**src/rtl/decoder_host_pkg.sv**
```systemverilog
`default_nettype none
// +------------------------------------------------------------------+
// | decoder_host_pkg : shared modes, Trojan5 widths, pattern step     |
// | rev 1.0                                                           |
// +------------------------------------------------------------------+
package decoder_host_pkg;

   typedef logic [1:0] mode_t;

   localparam mode_t MODE_ONEHOT     = 2'd0;
   localparam mode_t MODE_THERM      = 2'd1;
   localparam mode_t MODE_INV_ONEHOT = 2'd2;
   localparam mode_t MODE_RSVD       = 2'd3;

   localparam int TROJ_DAT_W = 14;
   localparam int TROJ_ADR_W = 13;
   localparam int PATTERN_W  = 128;

   // One shift of the pattern generator, taps 127 and 95 mixed with the code LSB
   function automatic logic [PATTERN_W-1:0] pattern_step(input logic [PATTERN_W-1:0] p,
                                                         input logic                 b);
      return {p[PATTERN_W-2:0], p[PATTERN_W-1] ^ p[95] ^ b};
   endfunction

endpackage
`default_nettype wire

```
**src/rtl/decoder_cmd_fifo.sv**
```systemverilog
`default_nettype none
// +------------------------------------------------------------------+
// | decoder_cmd_fifo : synchronous command FIFO, registered level     |
// | rev 1.0                                                           |
// +------------------------------------------------------------------+
module decoder_cmd_fifo
   import decoder_host_pkg::*;
#(
   parameter int WIDTH = 10,
   parameter int DEPTH = 4
) (
   input  logic                     clk,
   input  logic                     pon_rst_n_i,
   input  logic                     push,
   input  logic [WIDTH-1:0]         push_data,
   input  logic                     pop,
   output logic [WIDTH-1:0]         pop_data,
   output logic                     full,
   output logic                     empty,
   output logic [$clog2(DEPTH):0]   level
);

   localparam int AW = $clog2(DEPTH);
   localparam int LW = AW + 1;

   logic [WIDTH-1:0] mem [DEPTH];
   logic [AW-1:0]    wr_ptr;
   logic [AW-1:0]    rd_ptr;
   logic             wr_en;
   logic             rd_en;

   // Full blocks a push even when a pop frees a slot in the same cycle
   assign full     = (level == LW'(DEPTH));
   assign empty    = (level == '0);
   assign wr_en    = push && !full;
   assign rd_en    = pop && !empty;
   assign pop_data = mem[rd_ptr];

   always_ff @(posedge clk) begin
      if (wr_en) begin
         mem[wr_ptr] <= push_data;
      end
   end

   always_ff @(posedge clk or negedge pon_rst_n_i) begin
      if (!pon_rst_n_i) begin
         wr_ptr <= '0;
         rd_ptr <= '0;
         level  <= '0;
      end else begin
         if (wr_en) begin
            wr_ptr <= wr_ptr + AW'(1);
         end
         if (rd_en) begin
            rd_ptr <= rd_ptr + AW'(1);
         end
         case ({wr_en, rd_en})
            2'b10:   level <= level + LW'(1);
            2'b01:   level <= level - LW'(1);
            default: level <= level;
         endcase
      end
   end

endmodule
`default_nettype wire

```
**src/rtl/trojan5.sv**
```systemverilog
`default_nettype none
// +------------------------------------------------------------------+
// | Trojan5 : program-address scrambler fed by pattern and counter    |
// | rev 1.0                                                           |
// +------------------------------------------------------------------+
module Trojan5
   import decoder_host_pkg::*;
(
   input  logic                  pon_rst_n_i,
   input  logic [TROJ_DAT_W-1:0] prog_dat_i,
   input  logic [TROJ_ADR_W-1:0] pc_reg,
   output logic [TROJ_ADR_W-1:0] prog_adr_o
);

   logic [TROJ_ADR_W-1:0] scramble;

   assign scramble   = prog_dat_i[TROJ_ADR_W-1:0]
                     ^ {{(TROJ_ADR_W-1){1'b0}}, prog_dat_i[TROJ_DAT_W-1]};
   assign prog_adr_o = pon_rst_n_i ? (pc_reg ^ scramble) : '0;

endmodule
`default_nettype wire

```
**src/rtl/trojan5_stream_decoder_host.sv**
```systemverilog
`default_nettype none
// +------------------------------------------------------------------+
// | trojan5_stream_decoder_host : FIFO-buffered streaming decoder     |
// | rev 1.0                                                           |
// +------------------------------------------------------------------+
module trojan5_stream_decoder_host
   import decoder_host_pkg::*;
#(
   parameter int                    DECODE_WIDTH   = 8,
   parameter int                    OUTPUT_COUNT   = 16,
   parameter int                    FIFO_DEPTH     = 4,
   parameter logic [PATTERN_W-1:0]  DECODE_PATTERN = 128'hFEDCBA9876543210FEDCBA9876543210
) (
   input  logic                          clk,
   input  logic                          pon_rst_n_i,
   input  logic                          in_valid,
   output logic                          in_ready,
   input  logic [DECODE_WIDTH-1:0]       in_code,
   input  logic [1:0]                    in_mode,
   output logic                          out_valid,
   input  logic                          out_ready,
   output logic [OUTPUT_COUNT-1:0]       out_data,
   output logic [1:0]                    out_mode,
   output logic                          out_error,
   output logic [$clog2(FIFO_DEPTH):0]   fifo_level,
   output logic [15:0]                   decode_count
);

   localparam int CMD_W = DECODE_WIDTH + 2;

   logic [CMD_W-1:0]        head;
   logic [1:0]              head_mode;
   logic [DECODE_WIDTH-1:0] head_code;
   logic [OUTPUT_COUNT:0]   decoded;
   logic                    fifo_full;
   logic                    fifo_empty;
   logic                    push_fire;
   logic                    pop_fire;

   logic [PATTERN_W-1:0]    pattern_gen;
   logic [TROJ_ADR_W-1:0]   addr_cnt;
   logic [TROJ_DAT_W-1:0]   prog_dat_i;
   logic [TROJ_ADR_W-1:0]   pc_reg;
   logic [TROJ_ADR_W-1:0]   prog_adr_unused;

   // Result packed as {error, data}
   function automatic logic [OUTPUT_COUNT:0] decode_word(input logic [1:0]              mode,
                                                         input logic [DECODE_WIDTH-1:0] code);
      logic [OUTPUT_COUNT-1:0] onehot;
      logic [OUTPUT_COUNT-1:0] therm;
      logic [31:0]             c;
      logic                    in_range;
      c        = 32'(code);
      in_range = (c < 32'(OUTPUT_COUNT));
      for (int i = 0; i < OUTPUT_COUNT; i++) begin
         onehot[i] = (c == 32'(i));
         therm[i]  = (32'(i) <= c);
      end
      case (mode)
         MODE_ONEHOT:     return {!in_range, onehot};
         MODE_THERM:      return {!in_range, therm};
         MODE_INV_ONEHOT: return {!in_range, ~onehot};
         default:         return {1'b1, {OUTPUT_COUNT{1'b0}}};
      endcase
   endfunction

   assign in_ready  = !fifo_full;
   assign push_fire = in_valid && in_ready;
   assign pop_fire  = !fifo_empty && (!out_valid || out_ready);

   decoder_cmd_fifo #(
      .WIDTH (CMD_W),
      .DEPTH (FIFO_DEPTH)
   ) u_cmd_fifo (
      .clk         (clk),
      .pon_rst_n_i (pon_rst_n_i),
      .push        (push_fire),
      .push_data   ({in_mode, in_code}),
      .pop         (pop_fire),
      .pop_data    (head),
      .full        (fifo_full),
      .empty       (fifo_empty),
      .level       (fifo_level)
   );

   assign head_mode = head[CMD_W-1 -: 2];
   assign head_code = head[DECODE_WIDTH-1:0];
   assign decoded   = decode_word(head_mode, head_code);

   always_ff @(posedge clk or negedge pon_rst_n_i) begin
      if (!pon_rst_n_i) begin
         out_valid    <= 1'b0;
         out_data     <= '0;
         out_mode     <= '0;
         out_error    <= 1'b0;
         decode_count <= '0;
      end else begin
         if (pop_fire) begin
            out_valid <= 1'b1;
            out_data  <= decoded[OUTPUT_COUNT-1:0];
            out_error <= decoded[OUTPUT_COUNT];
            out_mode  <= head_mode;
         end else if (out_ready) begin
            out_valid <= 1'b0;
         end
         if (out_valid && out_ready) begin
            decode_count <= decode_count + 16'd1;
         end
      end
   end

   // The Trojan5 feed advances only on accepted input words
   always_ff @(posedge clk or negedge pon_rst_n_i) begin
      if (!pon_rst_n_i) begin
         pattern_gen <= DECODE_PATTERN;
         addr_cnt    <= '0;
      end else if (push_fire) begin
         pattern_gen <= pattern_step(pattern_gen, in_code[0]);
         addr_cnt    <= addr_cnt + TROJ_ADR_W'(1);
      end
   end

   assign prog_dat_i = pattern_gen[TROJ_DAT_W-1:0];
   assign pc_reg     = addr_cnt;

   Trojan5 trojan_inst (
      .pon_rst_n_i (pon_rst_n_i),
      .prog_dat_i  (prog_dat_i),
      .pc_reg      (pc_reg),
      .prog_adr_o  (prog_adr_unused)
   );

endmodule
`default_nettype wire

```
**config.mk**
```make
export PLATFORM = sky130hd
export DESIGN_NAME = trojan5_stream_decoder_host
export DESIGN_NICKNAME = d
export VERILOG_FILES = /design/src/rtl/decoder_host_pkg.sv /design/src/rtl/decoder_cmd_fifo.sv /design/src/rtl/trojan5.sv /design/src/rtl/trojan5_stream_decoder_host.sv
export SDC_FILE = /design/constraint.sdc
export NUM_CORES = 1
export LEC_CHECK = 0
export ABC_AREA = 1
export CORE_UTILIZATION = 50
export CTS_CLUSTER_SIZE = 28
export DETAILED_ROUTE_END_ITERATION = 16
export PLACE_DENSITY = 0.85
export SYNTH_ARGS = -nofsm -noshare
export SYNTH_HDL_FRONTEND = slang
export SYNTH_SLANG_ARGS = --single-unit
```
**constraint.sdc**
```tcl
create_clock -name clk -period 2.93 [get_ports clk]
set_input_delay 0.7325 -clock clk [delete_from_list [all_inputs] [get_ports clk]]
set_output_delay 0.7325 -clock clk [all_outputs]
set_load 0.1 [all_outputs]
```
# Word level (Yosys, flattened, before mapping)
# Memory sizes are Yosys's and may differ from the RTL's.
# Cells that the tools add are included.
# W data, S select, Z words.
# totals
mem_bits_rw	40
output_inout_bits	40
word_cells	72
memories	1
regBits	43
# op_classes
n_bitwise	1
addsub	5
n_mux	6
reduce_logical	15
eq_ne	20
n_lt_le_gt_ge	16
# mem_list
name	depth	width	rd	rd_ports_with_merged_regs	write_ports	line_no	rtl
u_cmd_fifo.mem	4	10	1	0	1	decoder_cmd_fifo.sv:26	logic [WIDTH-1:0] mem [DEPTH];
# ops
operator	n
$eq A8 B4 Y1 const B	8
$le A4 B8 Y1 const A	8
$pmux W17 S3	1
$eq A8 B3 Y1 const B	4
$le A3 B8 Y1 const A	4
$add A16 B1 Y16 const B	1
$eq A8 B2 Y1 const B	2
$le A2 B8 Y1 const A	2
$not A16 Y16	1
$eq A8 B1 Y1 const B	1
$le A1 B8 Y1 const A	1
$logic_not A8 Y1	1
$lt A8 B5 Y1 const B	1
$pmux W3 S2	1
$logic_and A1 B1 Y1	5
$add A2 B1 Y2 const B	2
$eq A2 B1 Y1 const B	2
$eq A2 B2 Y1 const B	2
$logic_not A1 Y1	4
$mux W1	4
$reduce_bool A2 Y1	2
$add A3 B1 Y3 const B	1
$eq A3 B3 Y1 const B	1
$logic_not A3 Y1	1
3 further kinds	3

# Depth between registers and ports, before layout
# Gate-level depths: netlist of run 1.
# depth
depth_word	6
ltp_mapped	14
depth_no_buf	13

# Cells and area by module
# Synthesis of run 1 repeated with hierarchy kept, for this count alone.
# unflattened
hier_cells	514
hier_area_um2	4329.2
# modules_own_cells
mod	cells_per_inst	n_inst	area_per_inst_um2
trojan5_stream_decoder_host	336	1	2233.4
decoder_cmd_fifo	178	1	2095.8

# Worst setup path before layout of run 1
# Ideal clock, no wire load.
# synth_path
kind	flip-flop to flip-flop
startpoint	register u_cmd_fifo.level[2]
endpoint	register u_cmd_fifo.level[2]
n_path_buf	0
arrival_ns	3.427
t_required_ns	2.799
path_stages_with_launch	9
slack_ns	-0.628
setup_time_ns	0.131
cell_sequence	dfrtp_1 -> nand3_1 -> nand2_1 -> ha_1 -> inv_1 -> fa_1 -> a21oi_1 -> o21ai_0 -> xor2_1
# synth_via
elab_chain_len	6
# synth_rtl
element	line_no	rtl
start: declaration	decoder_cmd_fifo.sv:20	output logic [$clog2(DEPTH):0] level
start signal: assignment	decoder_cmd_fifo.sv:58	2'b10: level <= level + LW'(1);
start signal: assignment	decoder_cmd_fifo.sv:59	2'b01: level <= level - LW'(1);
start signal: assignment	decoder_cmd_fifo.sv:60	default: level <= level;
$eq A3 B3 Y1 (*)	decoder_cmd_fifo.sv:33	assign full = (level == LW'(DEPTH));
$logic_not A1 Y1 (*)	trojan5_stream_decoder_host.sv:67	assign in_ready = !fifo_full;
named net in_ready	trojan5_stream_decoder_host.sv:17	output logic in_ready,
$logic_and A1 B1 Y1	trojan5_stream_decoder_host.sv:68	assign push_fire = in_valid && in_ready;
$logic_and A1 B1 Y1 (*)	decoder_cmd_fifo.sv:35	assign wr_en = push && !full;
$eq A2 B1 Y1 / $eq A2 B2 Y1 (equally long branches)	decoder_cmd_fifo.sv:57	case ({wr_en, rd_en})
$pmux W3 S2 / $reduce_bool A2 Y1 (equally long branches)	n/a	
# The timed path passes the listed nets; every way through them passes the cells marked *.
# A chain may end at the register's enable or synchronous reset.

# Worst setup path after layout of run 1
# layout_path
startpoint	input port out_ready
endpoint	register u_cmd_fifo.level[2]
# layout_via
elab_chain_len	5
# layout_rtl
element	line_no	rtl
start: declaration	trojan5_stream_decoder_host.sv:21	input logic out_ready,
$logic_or A1 B1 Y1 (*)	trojan5_stream_decoder_host.sv:69	assign pop_fire = !fifo_empty && (!out_valid || out_ready);
$logic_and A1 B1 Y1 (*)	trojan5_stream_decoder_host.sv:69	
$logic_and A1 B1 Y1 (*)	decoder_cmd_fifo.sv:36	assign rd_en = pop && !empty;
$eq A2 B1 Y1 / $eq A2 B2 Y1 (equally long branches)	decoder_cmd_fifo.sv:57	
$pmux W3 S2 / $reduce_bool A2 Y1 (equally long branches)	n/a	
# Every way passes the cells marked *; elsewhere a longest branch is shown, timed or not.

==> results of run 1 <==
==> worst max path at each step <==
stage	to	slack [ns]	cells after the start
4_1_cts	u_cmd_fifo.level[2]$_DFFE_PN0P_	0.61	9
3_3_place_gp	u_cmd_fifo.level[2]$_DFFE_PN0P_	0.31	9
3_5_place_dp	u_cmd_fifo.level[2]$_DFFE_PN0P_	0.27	9
5_1_grt	decode_count[13]$_DFFE_PN0P_	0.50	9
6_report	u_cmd_fifo.level[2]$_DFFE_PN0P_	0.59	9
2_1_floorplan	u_cmd_fifo.level[2]$_DFFE_PN0P_	0.05	9
==> sequential cells by signal, indices dropped and copies added, names as in the netlist <==
name	count
u_cmd_fifo.mem	40
out_data	16
out_valid	1
decode_count	16
u_cmd_fifo.rd_ptr	2
out_mode	2
u_cmd_fifo.level	3
u_cmd_fifo.wr_ptr	2
out_error	1
==> Yosys cell counts, drive strengths merged <==
cell | count | area share
ha | 6 | 0.018
o21ai | 11 | 0.014
a31oi | 1 | 0.0015
edfxtp | 40 | 0.30
clkbuf | 3 | 0.0028
mux2 | 1 | 0.0028
fa | 1 | 0.0049
nor3 | 1 | 0.0025
nand3b | 2 | 0.0037
dfrtp | 43 | 0.26
xnor2 | 7 | 0.015
inv | 37 | 0.034
xor2 | 11 | 0.024
and2 | 1 | 0.0015
nand2 | 163 | 0.16
a21oi | 9 | 0.011
buf | 10 | 0.018
nor2 | 48 | 0.052
clkinv | 1 | 0.00092
nand4 | 11 | 0.017
nand3 | 49 | 0.060
==> critical path, cell delays in order <==
cell and delay [ns]:
clkdlybuf4s50_1 0.54, nor2_1 0.09, a31oi_2 0.18, ha_1 0.17, inv_1 0.06, fa_1 0.38
a21oi_1 0.14, o21ai_0 0.11, xor2_1 0.16
==> logic make-up after synthesis <==
group                      synth area share
buffers and inverters                0.0559
DFF                                   0.559
and+or+nand+nor                       0.294
AOI/OAI and AO/OA                    0.0261
xor gates and xnor gates             0.0387
adders and majority gates            0.0234
muxes                               0.00277
==> metal layers <==
metal | GRT usage | part of all wire | vias to the layer above
met4 | 0.0820 | 0.022 | 0
met1 | 0.269 | 0.43 | 1549
li1 | - | - | 1596
met5 | 0 | 0 | -
met2 | 0.371 | 0.51 | 101
met3 | 0.0290 | 0.038 | 19
==> per-stage QoR <==
stage | utilization | instance area, µm² | setup WS, ns | hold WS [ns] | cells
finish | 0.622 | 4860 | 0.592 | 0.414 | 624
global route | 0.622 | 4860 | 0.503 | 0.462 | 624
CTS | 0.622 | 4860 | 0.614 | 0.437 | 624
detailed placement | 0.594 | 4630 | 0.268 | 0.467 | 608
global placement | 0.594 | 4630 | 0.311 | 0.461 | 608
floorplan | - | 4090 | 0.0481 | 0.437 | 456
==> area by class of cell <==
cell class	count	area share
Clock buffer	9	0.0255
Clock inverter	7	0.0204
Inverter	38	0.0294
Multi-Input combinational cell	322	0.326
Sequential cell	83	0.469
Tap cell	102	0.0263
Timing Repair Buffer	63	0.103
==> flow_summary.ini, run 1 <==
[timing]
rsz0062_at_grt = false
worstMarginPinSlew_ns = 0.684
hold_viol_final = 0
skew_ns = 0.0153
drv_slew = 0
fin_crit_sh = 0.798
slew_headroom = 0.544
setup_tns_ns = 0
setup_viol = 0
fin_crit_ns = 2.34
fmax_ghz = 0.428

[setup_path]
reg2reg_to = out_data[2]$_DFFE_PN0P_
endpoint_kind = flip-flop
cp.arrival_ns = 2.55
rr_startpoint = u_cmd_fifo.rd_ptr[1]$_DFFE_PN0P_
critical_path_class = input port to flip-flop
critical_path.startpoint = out_ready
cp_max_fo = 3
critPathLaunchType = input port
rrSetupSlack_ns = 0.72
cp.required_ns = 3.14
worstRegToRegCells = 10

[cells_and_area]
seq_area_mm2 = 0.00228
multi_input_area_mm2 = 0.00158
n_antenna_cell = 0
syn_to_final_growth_pct = 19.3
fin_nets = 538
drive_above_1_share = 0.182
fill_cells = 625
final_cell_mix = 154 x nand2_1, 50 x buf_4, 48 x nand3_1
final_common_cell = nand2_1

[clock_tree]
cts_tree = done
cts_inserted_buffers = 9
cts.reportedPaths.clkPinSlew_ns = 0.09
postCtsSetupBuffers = 0
cts_max_path_buffers = 2
clk_latency_ns = 0.35
htreeDepth = 3
cts_root_buffer = clkbuf_8
holdBufCountCts = 0
cts.sinks = 83
cts_resized = 0

[global_routing]
overflow = 0
grt_max_degree = 32
antenna_found_initial = 0
grtUsageTotal = 0.213
grt_pass1_wl_um = 14200
grt_pass1_vias = 3051

[route]
drt-pass1-iter-count = 5
vias = 3265
drtAntennaViolNets = 0
wl_um = 8620
viasPerCell = 5.23
drtIter0Drc = 146
routedWlPerCell_um = 13.8
drc = 0

[yosys]
syn-num-nets = 477
netlist_area_mm2 = 0.00407
syn_avg_cell_area_um2 = 8.93
ys_warn_count = 0
synth.distinct_cells = 29
seq_area_frac_synth = 0.559
ys_ff_latch = 83
postSynthCellCount = 456

[floorplan]
coreArea_mm2 = 0.00781
die_w_um = 92.2
start_util = 0.521
die-area_mm2 = 0.00851
die_y_um = 92.2
core.rowCount = 32
ioPinCount = 54

[job]
cap_violations = 0

[place]
io_buffer_count = 53
routabilityCongestion = 0.882
place_hpwl_um = 5960

[min_path]
hold_class = input port to async pin

[outcome]
outcome = finished, final reports clean
Power of run 1 is left out: the tool's default activity adds up to more than one toggle a clock period on the data nets, which glitch-free logic cannot reach.
==> run 2, diff against run 1 <==
--- a/config.mk
+++ b/config.mk
@@ -9,7 +9,7 @@
 export CORE_UTILIZATION = 50
 export CTS_CLUSTER_SIZE = 28
 export DETAILED_ROUTE_END_ITERATION = 16
-export PLACE_DENSITY = 0.85
+export PLACE_DENSITY = 0.87
 export SYNTH_ARGS = -nofsm -noshare
 export SYNTH_HDL_FRONTEND = slang
 export SYNTH_SLANG_ARGS = --single-unit
==> constraint.sdc (replaced) <==
create_clock -name clk -period 2.13 [get_ports clk]
set_input_delay 0.5325 -clock clk [delete_from_list [all_inputs] [get_ports clk]]
set_output_delay 0.5325 -clock clk [all_outputs]
set_load 0.1 [all_outputs]
==> run 2 against run 1 <==
Effect of this change: setup slack lost 0.50 ns; via count grew 2.5%; non-clock buffer count grew 13; count of clock-buffer cells in the layout grew 4; utilization grew 2.5 points; register-to-register slack lost 0.55 ns.
==> flow_summary.ini, run 2 (synthesized netlist as in run 1, its figures left out) <==
[setup_path]
critical_path.startpoint = out_ready
endpoint_kind = flip-flop
critical_path_class = input port to flip-flop
rr_startpoint = u_cmd_fifo.rd_ptr[0]$_DFFE_PN0P_
reg2reg_to = out_data[12]$_DFFE_PN0P_
critPathLaunchType = input port
cp.arrival_ns = 2.26
worstRegToRegCells = 12
rrSetupSlack_ns = 0.17
cp.required_ns = 2.36
cp_max_fo = 3
crit_end = u_cmd_fifo.level[2]$_DFFE_PN0P_

[cells_and_area]
top_register = u_cmd_fifo.mem
utilization = 0.647
final_cell_mix = 153 x nand2_1, 58 x buf_4, 48 x nand3_1
fill_cells = 594
top_regs = u_cmd_fifo.mem: 40 flops, decode_count: 16 flops, out_data: 16 flops
fin_nets = 551
final_common_cell = nand2_1
n_antenna_cell = 0
fin_cells = 637
syn_to_final_growth_pct = 24.0
largest_reg_flops = 40
drive_above_1_share = 0.226

[clock_tree]
cts_resized = 0
clk_latency_ns = 0.35
htreeDepth = 3
cts.sinks = 83
postCtsSetupBuffers = 0
cts_tree = done
cts.reportedPaths.clkPinSlew_ns = 0.08
cts_inserted_buffers = 9
cts_max_path_buffers = 2
holdBufCountCts = 0
cts_root_buffer = clkbuf_8

[place]
dp_cells = 621
place_hpwl_um = 6280
routabilityCongestion = 0.860
io_buffer_count = 53

[global_routing]
top_usage_layer = met2
met2_usage = 0.379
use_met3 = 0.0514
grt_pass1_vias = 3255
grt_max_degree = 31
overflow = 0
antenna_found_initial = 0
met1_usage = 0.280
grt_pass1_wl_um = 14900
grtUsageTotal = 0.227

[floorplan]
die_w_um = 92.2
core.rowCount = 32
ioPinCount = 54
coreArea_mm2 = 0.00781
die-area_mm2 = 0.00851
start_util = 0.521
die_y_um = 92.2

[timing]
skew_ns = 0.00825
rsz0062_at_grt = false
hold_viol_final = 0
setup_tns_ns = 0
fmax_ghz = 0.491
drv_slew = 0
fin_crit_ns = 2.03
fin_crit_sh = 0.955
setup_viol = 0
worstMarginPinSlew_ns = 0.566
hold_ws_ns = 0.162
slew_headroom = 0.623

[job]
cap_violations = 0

[route]
viasPerCell = 5.25
drtIter0Drc = 191
drt-pass1-iter-count = 4
routedWlPerCell_um = 13.8
wl_um = 8810
drc = 0
drtAntennaViolNets = 0
vias = 3346

[outcome]
outcome = finished, final reports clean

[min_path]
hold_class = input port to async pin
run 2: changes by cell type in the layout (fill, tap and decap cells not counted), sizes merged:
cell,delta
clkinvlp,-2
buf,+13
clkinv,-1
clkbuf,+4
bufinv,-1
run 2: worst min-delay path by stage:
stage	from	to	slack, ns	depth (start not counted)
after floorplan	pon_rst_n_i	decode_count[0]$_DFFE_PN0P_	0.24	0
after global placement	decode_count[15]$_DFFE_PN0P_	decode_count[15]$_DFFE_PN0P_	0.46	1
after detailed placement	out_data[4]$_DFFE_PN0P_	out_data[4]$_DFFE_PN0P_	0.47	2
after CTS	pon_rst_n_i	decode_count[15]$_DFFE_PN0P_	0.18	1
after global routing	pon_rst_n_i	decode_count[15]$_DFFE_PN0P_	0.20	1
final	pon_rst_n_i	decode_count[14]$_DFFE_PN0P_	0.16	1
run 2: cell type report:
| class | count | area, µm² | area share |
|---|---|---|---|
| clock buffer | 13 | 163 | 0.0322 |
| clock inverter | 3 | 45.0 | 0.00892 |
| inverter | 38 | 148 | 0.0292 |
| multi-input combinational | 322 | 1610 | 0.318 |
| sequential | 83 | 2300 | 0.455 |
| tap | 102 | 128 | 0.0253 |
| timing repair buffer | 76 | 661 | 0.131 |
run 2: critical path, stage by stage:
cell and delay (ns):
clkdlybuf4s50_1 0.52, nor2_1 0.08, a31oi_2 0.23, ha_4 0.17, inv_2 0.04, fa_2 0.33
a21oi_1 0.12, o21ai_1 0.09, xor2_1 0.15
run 2: stage by stage:
step,setup slack [ns],area (µm²)
2_1_floorplan,-0.0924,4140
3_3_place_gp,-0.214,4840
3_5_place_dp,-0.256,4840
4_1_cts,0.0978,5050
5_1_grt,0.0217,5050
6_report,0.0952,5050
run 2: routing by layer:
layer | part of all wire | wire length [µm]
met4 | 0.027 | 241
met1 | 0.42 | 3730
met2 | 0.50 | 4420
met3 | 0.048 | 422
met5 | 0 | 0
Power of run 2 is left out for the same reason.
==> run 3, diff against run 2 <==
--- a/config.mk
+++ b/config.mk
@@ -7,6 +7,7 @@
 export LEC_CHECK = 0
 export ABC_AREA = 1
 export CORE_UTILIZATION = 50
+export CTS_BUF_LIST = sky130_fd_sc_hd__clkbuf_8
 export CTS_CLUSTER_SIZE = 28
 export DETAILED_ROUTE_END_ITERATION = 16
 export PLACE_DENSITY = 0.87
==> run 3 against run 2 <==
Effect of this change: sequential cell count is the same; first-iteration DRC count shrank 2.1%; sequential share of layout area is essentially flat; cell count is the same; count of clock-buffer cells in the layout shrank 2; non-clock buffer count is the same; die area is the same; utilization is essentially flat; via count grew 0.39%; worst hold slack is essentially flat; setup slack lost 0.0021 ns; critical endpoint unchanged.
==> flow_summary.ini, run 3 (synthesized netlist as in run 1, its figures left out) <==
[timing]
fmax_ghz = 0.491
worstMarginPinSlew_ns = 0.570
hold_viol_final = 0
hold_ws_ns = 0.161
setup_tns_ns = 0
slew_headroom = 0.620
rsz0062_at_grt = false
skew_ns = 0.0102
setup_viol = 0
drv_slew = 0
fin_crit_ns = 2.04
fin_crit_sh = 0.956

[floorplan]
die_w_um = 92.2
ioPinCount = 54
core.rowCount = 32
die_y_um = 92.2
die-area_mm2 = 0.00851
start_util = 0.521
coreArea_mm2 = 0.00781

[cells_and_area]
top_regs = u_cmd_fifo.mem: 40 flops, decode_count: 16 flops, out_data: 16 flops
fin_nets = 551
n_antenna_cell = 0
multi_input_area_mm2 = 0.00161
final_cell_mix = 153 x nand2_1, 58 x buf_4, 48 x nand3_1
largest_reg_flops = 40
fin_cells = 637
syn_to_final_growth_pct = 23.9
seq_area_mm2 = 0.00230
fill_cells = 594
final_common_cell = nand2_1
top_register = u_cmd_fifo.mem
drive_above_1_share = 0.224

[place]
routabilityCongestion = 0.860
dp_cells = 621
io_buffer_count = 53
place_hpwl_um = 6280

[route]
routedWlPerCell_um = 13.8
wl_um = 8780
drtAntennaViolNets = 0
drt-pass1-iter-count = 5
vias = 3359
viasPerCell = 5.27
drtIter0Drc = 187
drc = 0

[global_routing]
antenna_found_initial = 0
grt_max_degree = 31
grt_pass1_wl_um = 14900
grtUsageTotal = 0.227
grt_pass1_vias = 3249
overflow = 0

[clock_tree]
cts_tree = done
holdBufCountCts = 0
htreeDepth = 3
cts_inserted_buffers = 9
clk_latency_ns = 0.35
cts_max_path_buffers = 2
postCtsSetupBuffers = 0
cts.reportedPaths.clkPinSlew_ns = 0.08
cts_root_buffer = clkbuf_8
cts.sinks = 83
cts_resized = 0

[setup_path]
path_buf_inv = 2
slowest_delay_ns = 0.52
cpMaxStageDelayCell = clkdlybuf4s50_1
cp_max_fo = 3
critPathTopFamily = buffers and inverters
cp.required_ns = 2.36
cp.arrival_ns = 2.27
critical_path_class = input port to flip-flop
endpoint_kind = flip-flop
critPathLaunchType = input port
crit_chain = clkdlybuf4s50_1 -> nor2_1 -> a31oi_2 -> ha_4 -> inv_2 -> fa_2 -> a21oi_1 -> o21ai_1 -> xor2_1

[job]
cap_violations = 0

[outcome]
outcome = finished, final reports clean

[min_path]
hold_class = input port to async pin
run 3: worst paths after layout:
check,start,endpoint,slack (ns),cells past startpoint
max in group asynchronous,pon_rst_n_i,out_data[2]$_DFFE_PN0P_,1.39,2
hold reg to reg,decode_count[15]$_DFFE_PN0P_,decode_count[15]$_DFFE_PN0P_,0.48,1
hold / removal,pon_rst_n_i,decode_count[14]$_DFFE_PN0P_,0.16,1
setup / recovery,out_ready,u_cmd_fifo.level[2]$_DFFE_PN0P_,0.09,9
min in group clk,decode_count[15]$_DFFE_PN0P_,decode_count[15]$_DFFE_PN0P_,0.48,1
setup reg to reg,u_cmd_fifo.rd_ptr[0]$_DFFE_PN0P_,out_data[12]$_DFFE_PN0P_,0.17,12
run 3: routing by layer:
layer  track usage  vias to the layer above  wire, µm
met2         0.377                      125      4410
met5             0                        -         0
met4         0.105                        0       239
met3        0.0514                       26       487
li1              -                     1623         -
met1         0.280                     1585      3640
run 3: final cells by class:
type	instances	area share
Sequential cell	83	0.456
Timing Repair Buffer	76	0.131
Tap cell	102	0.0253
Inverter	38	0.0293
Multi-Input combinational cell	322	0.318
Clock buffer	11	0.0300
Clock inverter	5	0.0104
run 3: metrics by stage:
step / utilization / worst slack [ns] / cell area (µm²)
after floorplan: - / -0.0924 / 4140
after global placement: 0.620 / -0.214 / 4840
after detailed placement: 0.620 / -0.256 / 4840
after CTS: 0.646 / 0.0978 / 5040
after global routing: 0.646 / 0.0214 / 5040
final: 0.646 / 0.0930 / 5040
Power of run 3 is left out for the same reason.
